### src/rtl/sram_port_arbiter.sv
// Two-requester arbiter/sequencer for a shared single-port SRAM: write ACK at n+2, read ACK at n+3.
// Requests are held by the masters and only sampled in IDLE; requests raised mid-access are served in the next IDLE.
module sram_port_arbiter #(
  parameter int MEMORY_DATA_WIDTH = 8,
  parameter int MEMORY_ADDR_WIDTH = 9,
  parameter int MAX_BURST         = 4
) (
  input  logic                         CLK,
  input  logic                         RST,
  input  logic                         R0_REQ,
  input  logic                         R0_WE,
  input  logic                         R0_LOCK,
  input  logic [MEMORY_ADDR_WIDTH-1:0] R0_A,
  input  logic [MEMORY_DATA_WIDTH-1:0] R0_D,
  output logic                         R0_ACK,
  input  logic                         R1_REQ,
  input  logic                         R1_WE,
  input  logic                         R1_LOCK,
  input  logic [MEMORY_ADDR_WIDTH-1:0] R1_A,
  input  logic [MEMORY_DATA_WIDTH-1:0] R1_D,
  output logic                         R1_ACK,
  output logic [MEMORY_DATA_WIDTH-1:0] RDATA,
  output logic [1:0]                   GNT,
  output logic                         BUSY,
  output logic                         CEN,
  output logic                         WEN,
  output logic [MEMORY_ADDR_WIDTH-1:0] A,
  output logic [MEMORY_DATA_WIDTH-1:0] D,
  input  logic [MEMORY_DATA_WIDTH-1:0] Q
);

  typedef enum logic [1:0] {IDLE, CMD, RD, DONE} state_t;

  localparam logic [3:0] BURST_LIM = 4'(MAX_BURST - 1);

  state_t     state, state_nxt;
  logic       owner;
  logic       lat_we;
  logic       last_grant;
  logic       last_lock;
  logic [3:0] burst_cnt;

  logic                         win_vld;
  logic                         win;
  logic                         win_we;
  logic [MEMORY_ADDR_WIDTH-1:0] win_a;
  logic [MEMORY_DATA_WIDTH-1:0] win_d;

  // A locked last owner keeps priority until it has used its burst allowance.
  always_comb begin
    win_vld = R0_REQ | R1_REQ;
    win     = 1'b0;
    if (R0_REQ && !R1_REQ)
      win = 1'b0;
    else if (R1_REQ && !R0_REQ)
      win = 1'b1;
    else if (last_lock && (burst_cnt < BURST_LIM))
      win = last_grant;
    else
      win = ~last_grant;
    win_we = win ? R1_WE : R0_WE;
    win_a  = win ? R1_A  : R0_A;
    win_d  = win ? R1_D  : R0_D;
  end

  always_ff @(posedge CLK or posedge RST) begin
    if (RST)
      state <= IDLE;
    else
      state <= state_nxt;
  end

  always_comb begin
    state_nxt = state;
    case (state)
      IDLE:    if (win_vld) state_nxt = CMD;
      CMD:     state_nxt = lat_we ? DONE : RD;
      RD:      state_nxt = DONE;
      DONE:    state_nxt = IDLE;
      default: state_nxt = IDLE;
    endcase
  end

  assign BUSY = (state != IDLE);

  always_ff @(posedge CLK or posedge RST) begin
    if (RST) begin
      owner      <= 1'b0;
      lat_we     <= 1'b0;
      last_grant <= 1'b1;
      last_lock  <= 1'b0;
      burst_cnt  <= 4'd0;
      GNT        <= 2'b00;
      R0_ACK     <= 1'b0;
      R1_ACK     <= 1'b0;
      RDATA      <= '0;
      CEN        <= 1'b1;
      WEN        <= 1'b1;
      A          <= '0;
      D          <= '0;
    end else begin
      case (state)
        IDLE: begin
          if (win_vld) begin
            owner  <= win;
            lat_we <= win_we;
            GNT    <= win ? 2'b10 : 2'b01;
            CEN    <= 1'b0;
            WEN    <= ~win_we;
            A      <= win_a;
            D      <= win_we ? win_d : '0;
          end
        end
        CMD: begin
          CEN <= 1'b1;
          WEN <= 1'b1;
          A   <= '0;
          D   <= '0;
          if (lat_we) begin
            R0_ACK <= ~owner;
            R1_ACK <= owner;
          end
        end
        RD: begin
          RDATA  <= Q;
          R0_ACK <= ~owner;
          R1_ACK <= owner;
        end
        DONE: begin
          R0_ACK     <= 1'b0;
          R1_ACK     <= 1'b0;
          GNT        <= 2'b00;
          last_grant <= owner;
          last_lock  <= owner ? R1_LOCK : R0_LOCK;
          if (owner != last_grant)
            burst_cnt <= 4'd0;
          else if (burst_cnt != BURST_LIM)
            burst_cnt <= burst_cnt + 4'd1;
        end
        default: ;
      endcase
    end
  end

endmodule

### config.mk
export PLATFORM = sky130hd
export DESIGN_NAME = sram_port_arbiter
export DESIGN_NICKNAME = d
export VERILOG_FILES = /design/src/rtl/sram_port_arbiter.sv
export SDC_FILE = /design/constraint.sdc
export NUM_CORES = 1
export LEC_CHECK = 0
export BUFFER_PORTS_ARGS = -buffer_cell sky130_fd_sc_hd__buf_2
export CORE_ASPECT_RATIO = 1.25
export CORE_MARGIN = 2
export CORE_UTILIZATION = 40
export CTS_BUF_LIST = sky130_fd_sc_hd__clkbuf_8
export DETAILED_ROUTE_END_ITERATION = 7
export PLACE_DENSITY = 0.71
export SLEW_MARGIN = 20
export SYNTH_ARGS = -nofsm -noshare
export SYNTH_HDL_FRONTEND = slang
export SYNTH_SLANG_ARGS = --single-unit
### constraint.sdc
create_clock -name CLK -period 2 [get_ports CLK]
set_input_delay 0.3 -clock CLK [delete_from_list [all_inputs] [get_ports CLK]]
set_output_delay 0.3 -clock CLK [all_outputs]
set_load 0.01 [all_outputs]
==> metrics, run 1 <==
nets@finish 323; Final Critical Period 2.03 ns; Vias 1633; CP max-delay cell mux2i_4; Worst-path clk slew 0.08 ns; most frequent cell after synthesis dfrtp_1; Worst R2R Path Depth 6; synthesized area 0.00196 mm²; Pint 2.71 mW; Post-DP Area 0.00249 mm²; Top FF cell, synth dfrtp_1; Commonest cells post-synth dfrtp_1 (38), nand2_1 (26), mux2i_1 (19), o21ai_0 (18), mux2_2 (10); Setup TNS -0.217 ns; Root Driver clkbuf_8; Slew Viols, Final 0; IO Count 82; Sw Ratio 0.365; register area 0.00103 mm²; gr usage total 0.160; htree depth 2; gr ovfl total 0; crit share post-route 1.02; actual slew at the worst max-slew pin 0.517 ns; detailed-route DRC error count 0; Gate power share 0.496; P_leak 1.40 nW; ANT cells 0; Post-CTS Setup Inserts 0; Unique masters post-synth 34; cts hold-fix bufs 0; Yosys top cell by area dfrtp_1; worst skew pair latency 0.30 ns; Final Hold Viols 0; asr flop ratio synth 1.00; Clock power frac 0.185; Worst setup EP type register; post-route cell area 0.00272 mm²; Seq/Total Area, Yosys 0.525; Net Switching 1.56 mW; Yosys reg bits 41; violated checks negative setup slack; Seq pwr share 0.319; die area 0.00549 mm²; Layout area overhead 38.3%; CTS Buf Count 5; Avg Cell Area, Syn 11.2 µm²; largest net degree at the start of global routing 42; CTS tree built; slew margin rel. 0.656; # port buffers 81; Post-Syn Nets 232; Hold/Removal Path Class in -> async; fillers 424; Multi-input gate area 907 µm²; setup ws final -0.0335 ns; GR Layer Usage met2 0.261; Peak VDD IR 695 µV; Fmax 492 MHz; GR peak layer met2; ANT nets after route 0; M3 GR Usage 0.0339; final setup vio count 9; top post-synthesis cells by area dfrtp_1 (48%), mux2i_1 (9.7%), mux2_2 (5.7%), nand2_1 (5.0%), o21ai_0 (4.6%); dpl cells 318; Initial Util 0.415; number of DRC markers in iteration 0 103; share of layout cells above drive strength 1 0.470; final WL 4420 µm; Syn Inst Count 176; Startpoint Class register; CP cell instances ha_2 > nor4b_4 > xnor2_2 > maj3_2 > mux2i_4 > o31ai_1; Clock Tree Buf Depth 2; wire length per cell 13.5 µm; max_cap viols 0; Post-synth EDFFs 0; CTS Sinks 41; first-pass GRT wire length 6580 µm; Worst Clk Skew 0.0108 ns; antenna violations before repair 0; CP max FO 9; unrepaired setup endpoints after global routing yes; Global Route met1 Usage 0.202; first-pass iteration count of the detailed router 5; kind of critical path reg -> reg; Finished Layout Cells 328; Critical Path AT 2.21 ns; chip height 82.3 µm; Fin Hold WS 0.111 ns; Rows 28; GPL Wtd Cong 0.816; Vias/cell 4.98; post-synth top area share 0.484; P per Cell Area 1570 mW/mm²; warnings from Yosys 0; status finished with violations; pre-CTS WS -0.0356 ns; Core ar. 0.00473 mm²; Req. time, crit path 2.18 ns; DP HPWL 3140 µm; vias in the first global route 1473; die width 66.7 µm; Slowest Stage Delay on Critical Path 0.42 ns
[placed cells by master, fill, tap and decap left out, types with 2 or more instances in the layout]
cell type	n
clkbuf_8	5
a21oi_1	2
buf_4	8
dfrtp_1	38
buf_2	81
a32o_1	2
o21ai_0	9
ha_1	5
dfstp_2	3
clkbuf_16	2
nor2b_1	4
mux2_2	10
o31ai_1	7
mux2i_1	17
o21ai_1	10
nand2_1	26
nor2_1	3
bufinv_16	2
mux2i_2	2
inv_1	7
[per-layer routing]
metal / share of wire / up-vias
met1: 0.42 / 770
met3: 0.064 / 7
met4: 0.019 / 0
met2: 0.50 / 58
li1: - / 798
met5: 0 / -
[power groups by stage]
| stage | registers, mW | clock network [mW] | logic [mW] |
|---|---|---|---|
| 3_3_place_gp | 1.36 | 0 | 1.90 |
| 6_report | 1.36 | 0.790 | 2.12 |
| 3_5_place_dp | 1.38 | 0 | 1.94 |
| 4_1_cts | 1.36 | 0.810 | 1.94 |
| 2_1_floorplan | 1.46 | 0 | 1.18 |
| 5_1_grt | 1.40 | 0.846 | 2.32 |
[sequential cells by signal (all words and copies together), names as in the netlist, 2 cells and up]
name,flops
RDATA,8
GNT,2
state,2
A,9
burst_cnt,4
D,8
[per-stage QoR]
stage                util  power (mW)
floorplan               -        2.65
global placement    0.528        3.27
detailed placement  0.528        3.32
CTS                 0.556        4.11
global route        0.574        4.57
finish              0.574        4.27
[worst max-delay path: cells and delay by family, from the launching register on]
kind / cells / cell delay, ns
mux: 1 / 0.42
fa+ha+maj: 2 / 0.55
simple gates: 1 / 0.26
flops: 1 / 0.39
compound gates: 1 / 0.13
xor+xnor: 1 / 0.15
[timing repair]
item / in CTS / in global routing
setup endpoints to repair: 15 / 20
gates resized for setup: 0 / 16
cloned: 0 / 2
pin swaps: 2 / 2
[area by class of cell]
type	instances	share of cell area
clock buffers	5	0.0253
flip-flops and latches	41	0.379
multi-input cells	118	0.334
well taps	60	0.0276
repair buffers	92	0.197
clock inverters	3	0.0240
inverters	9	0.0124
[logic make-up (layout without fill, tap and decap cells)]
logic type                 Yosys count  count (layout)  share of synthesized area
and+or+nand+nor                     38              38                     0.0886
xor gates and xnor gates             2               2                    0.00892
muxes                               31              31                      0.171
DFF                                 41              41                      0.525
buffers and inverters               17             109                     0.0338
adders and majority gates            7               7                     0.0440
AOI/OAI and AO/OA                   40              40                      0.129
[worst paths after layout]
path                              start    endpoint  slack (ns)
setup / recovery           burst_cnt[0]        D[0]       -0.03
hold / removal                      RST    RDATA[7]        0.11
setup reg to reg           burst_cnt[0]        D[0]       -0.03
hold reg to reg                    D[3]        D[3]        0.48
max in group asynchronous           RST  last_grant        1.52
min in group CLK                   Q[7]    RDATA[7]        0.24
Power figures use the tool's default switching activity.
==> inputs of run 2 (changes only) <==
--- a/config.mk
+++ b/config.mk
@@ -6,12 +6,14 @@
 export NUM_CORES = 1
 export LEC_CHECK = 0
 export BUFFER_PORTS_ARGS = -buffer_cell sky130_fd_sc_hd__buf_2
+export CELL_PAD_IN_SITES_DETAIL_PLACEMENT = 1
+export CELL_PAD_IN_SITES_GLOBAL_PLACEMENT = 1
 export CORE_ASPECT_RATIO = 1.25
 export CORE_MARGIN = 2
-export CORE_UTILIZATION = 40
+export CORE_UTILIZATION = 33
 export CTS_BUF_LIST = sky130_fd_sc_hd__clkbuf_8
 export DETAILED_ROUTE_END_ITERATION = 7
-export PLACE_DENSITY = 0.71
+export PLACE_DENSITY_LB_ADDON = 0.1
 export SLEW_MARGIN = 20
 export SYNTH_ARGS = -nofsm -noshare
 export SYNTH_HDL_FRONTEND = slang
==> metrics, run 2 (same netlist as run 1, synthesis figures left out) <==
status finished with violations; violated checks negative setup slack; Fmax 499 MHz; Vias/cell 4.85; P_leak 1.39 nW; share of layout cells above drive strength 1 0.461; setup ws final -0.00396 ns; Rows 31; wire length per cell 14.2 µm; Slew Viols, Final 0; Worst setup EP type register; largest net degree at the start of global routing 25; post-route cell area 0.00266 mm²; ANT nets after route 0; die area 0.00659 mm²; Hold/Removal Path Class in -> async; CP cell instances ha_2 > nor4b_4 > xnor2_2 > maj3_2 > mux2i_4 > mux2_1; antenna violations before repair 0; Largest regs A x9, D x8, RDATA x8; CP max-delay cell dfrtp_1; gr usage total 0.159; Setup TNS -0.00396 ns; nets@finish 324; DP HPWL 3680 µm; max_cap viols 0; first-pass iteration count of the detailed router 4; Req. time, crit path 2.22 ns; CTS Sinks 41; crit share post-route 1.00; worst skew pair latency 0.29 ns; htree depth 2; most frequent cells in the layout buf_2 (81), dfrtp_1 (38), nand2_1 (26); Worst Clk Skew 0.00562 ns; Final Hold Viols 0; chip height 90.2 µm; # port buffers 81; actual slew at the worst max-slew pin 0.684 ns; Reg with most FFs A; slew margin rel. 0.541; Vias 1625; Peak VDD IR 566 µV; Critical Path AT 2.23 ns; Root Driver clkbuf_8; CTS Buf Count 5; pre-CTS WS -0.101 ns; kind of critical path reg -> reg; Post-DP Area 0.00254 mm²; Clock Tree Buf Depth 2; P per Cell Area 1490 mW/mm²; die width 73.0 µm; CTS tree built; Initial Util 0.340; leading cell type in the layout, fill and taps excluded buf_2; Worst-path clk slew 0.08 ns; ANT cells 0; Core ar. 0.00578 mm²; Largest register FFs 9; vias in the first global route 1790; Final Critical Period 2.00 ns; Startpoint Class register; Post-CTS Setup Inserts 0; gr ovfl total 0; first-pass GRT wire length 8380 µm; final setup vio count 1; final WL 4760 µm; GPL Wtd Cong 0.715; CP max FO 9; IO Count 82; Slowest Stage Delay on Critical Path 0.38 ns; unrepaired setup endpoints after global routing yes; Layout area overhead 35.6%; detailed-route DRC error count 0; number of DRC markers in iteration 0 50
-- run 2: worst paths after layout --
path,startpoint,endpoint,slack [ns],cells after the start
hold / removal,RST,D[6],0.02,2
max in group asynchronous,RST,last_grant,1.40,3
setup reg to reg,burst_cnt[1],WEN,-0.004,6
hold reg to reg,D[5],D[5],0.48,2
setup / recovery,burst_cnt[1],WEN,-0.004,6
min in group CLK,Q[4],RDATA[4],0.24,2
-- run 2: layout make-up --
cell class / instances / area, µm²
timing repair buffer: 93 / 519
fill: 661 / 3120
multi-input combinational: 118 / 895
sequential: 41 / 1030
clock inverter: 1 / 5.00
inverter: 9 / 33.8
clock buffer: 7 / 96.3
tap: 66 / 82.6
-- run 2: through the flow --
stage | cells | utilization | power (mW) | hold slack (ns)
detailed placement | 328 | 0.440 | 3.41 | 0.356
global placement | 328 | 0.440 | 3.36 | 0.355
finish | 335 | 0.460 | 3.96 | 0.0152
floorplan | 176 | - | 2.65 | 0.452
CTS | 335 | 0.459 | 4.02 | 0.0326
global route | 335 | 0.460 | 4.33 | 0.0462
-- run 2: per-layer routing --
| metal | global-route usage | share of wire | vias up |
|---|---|---|---|
| met5 | 0 | 0 | - |
| met4 | 0.0417 | 0.0093 | 0 |
| met3 | 0.0415 | 0.055 | 4 |
| met2 | 0.271 | 0.51 | 46 |
| met1 | 0.195 | 0.43 | 775 |
| li1 | - | - | 800 |
-- run 2: critical path: cells and delay by family (launching register included) --
family | cells | cell delay [ns]
simple gates | 1 | 0.29
flops | 1 | 0.38
xor+xnor | 1 | 0.11
fa+ha+maj | 2 | 0.59
mux | 2 | 0.57
-- run 2: repair_timing --
action,in CTS,in global routing
setup endpoints to repair,20,20
endpoints found under the hold margin,0,0
resized for setup,5,2
hold buffers,0,0
pin swaps,4,4
-- run 2: power by group --
| group | switching, mW | internal, mW |
|---|---|---|
| Combinational | 1.05 | 0.957 |
| Clock | 0.285 | 0.312 |
| Sequential | 0.185 | 1.17 |
| Total | 1.52 | 2.44 |
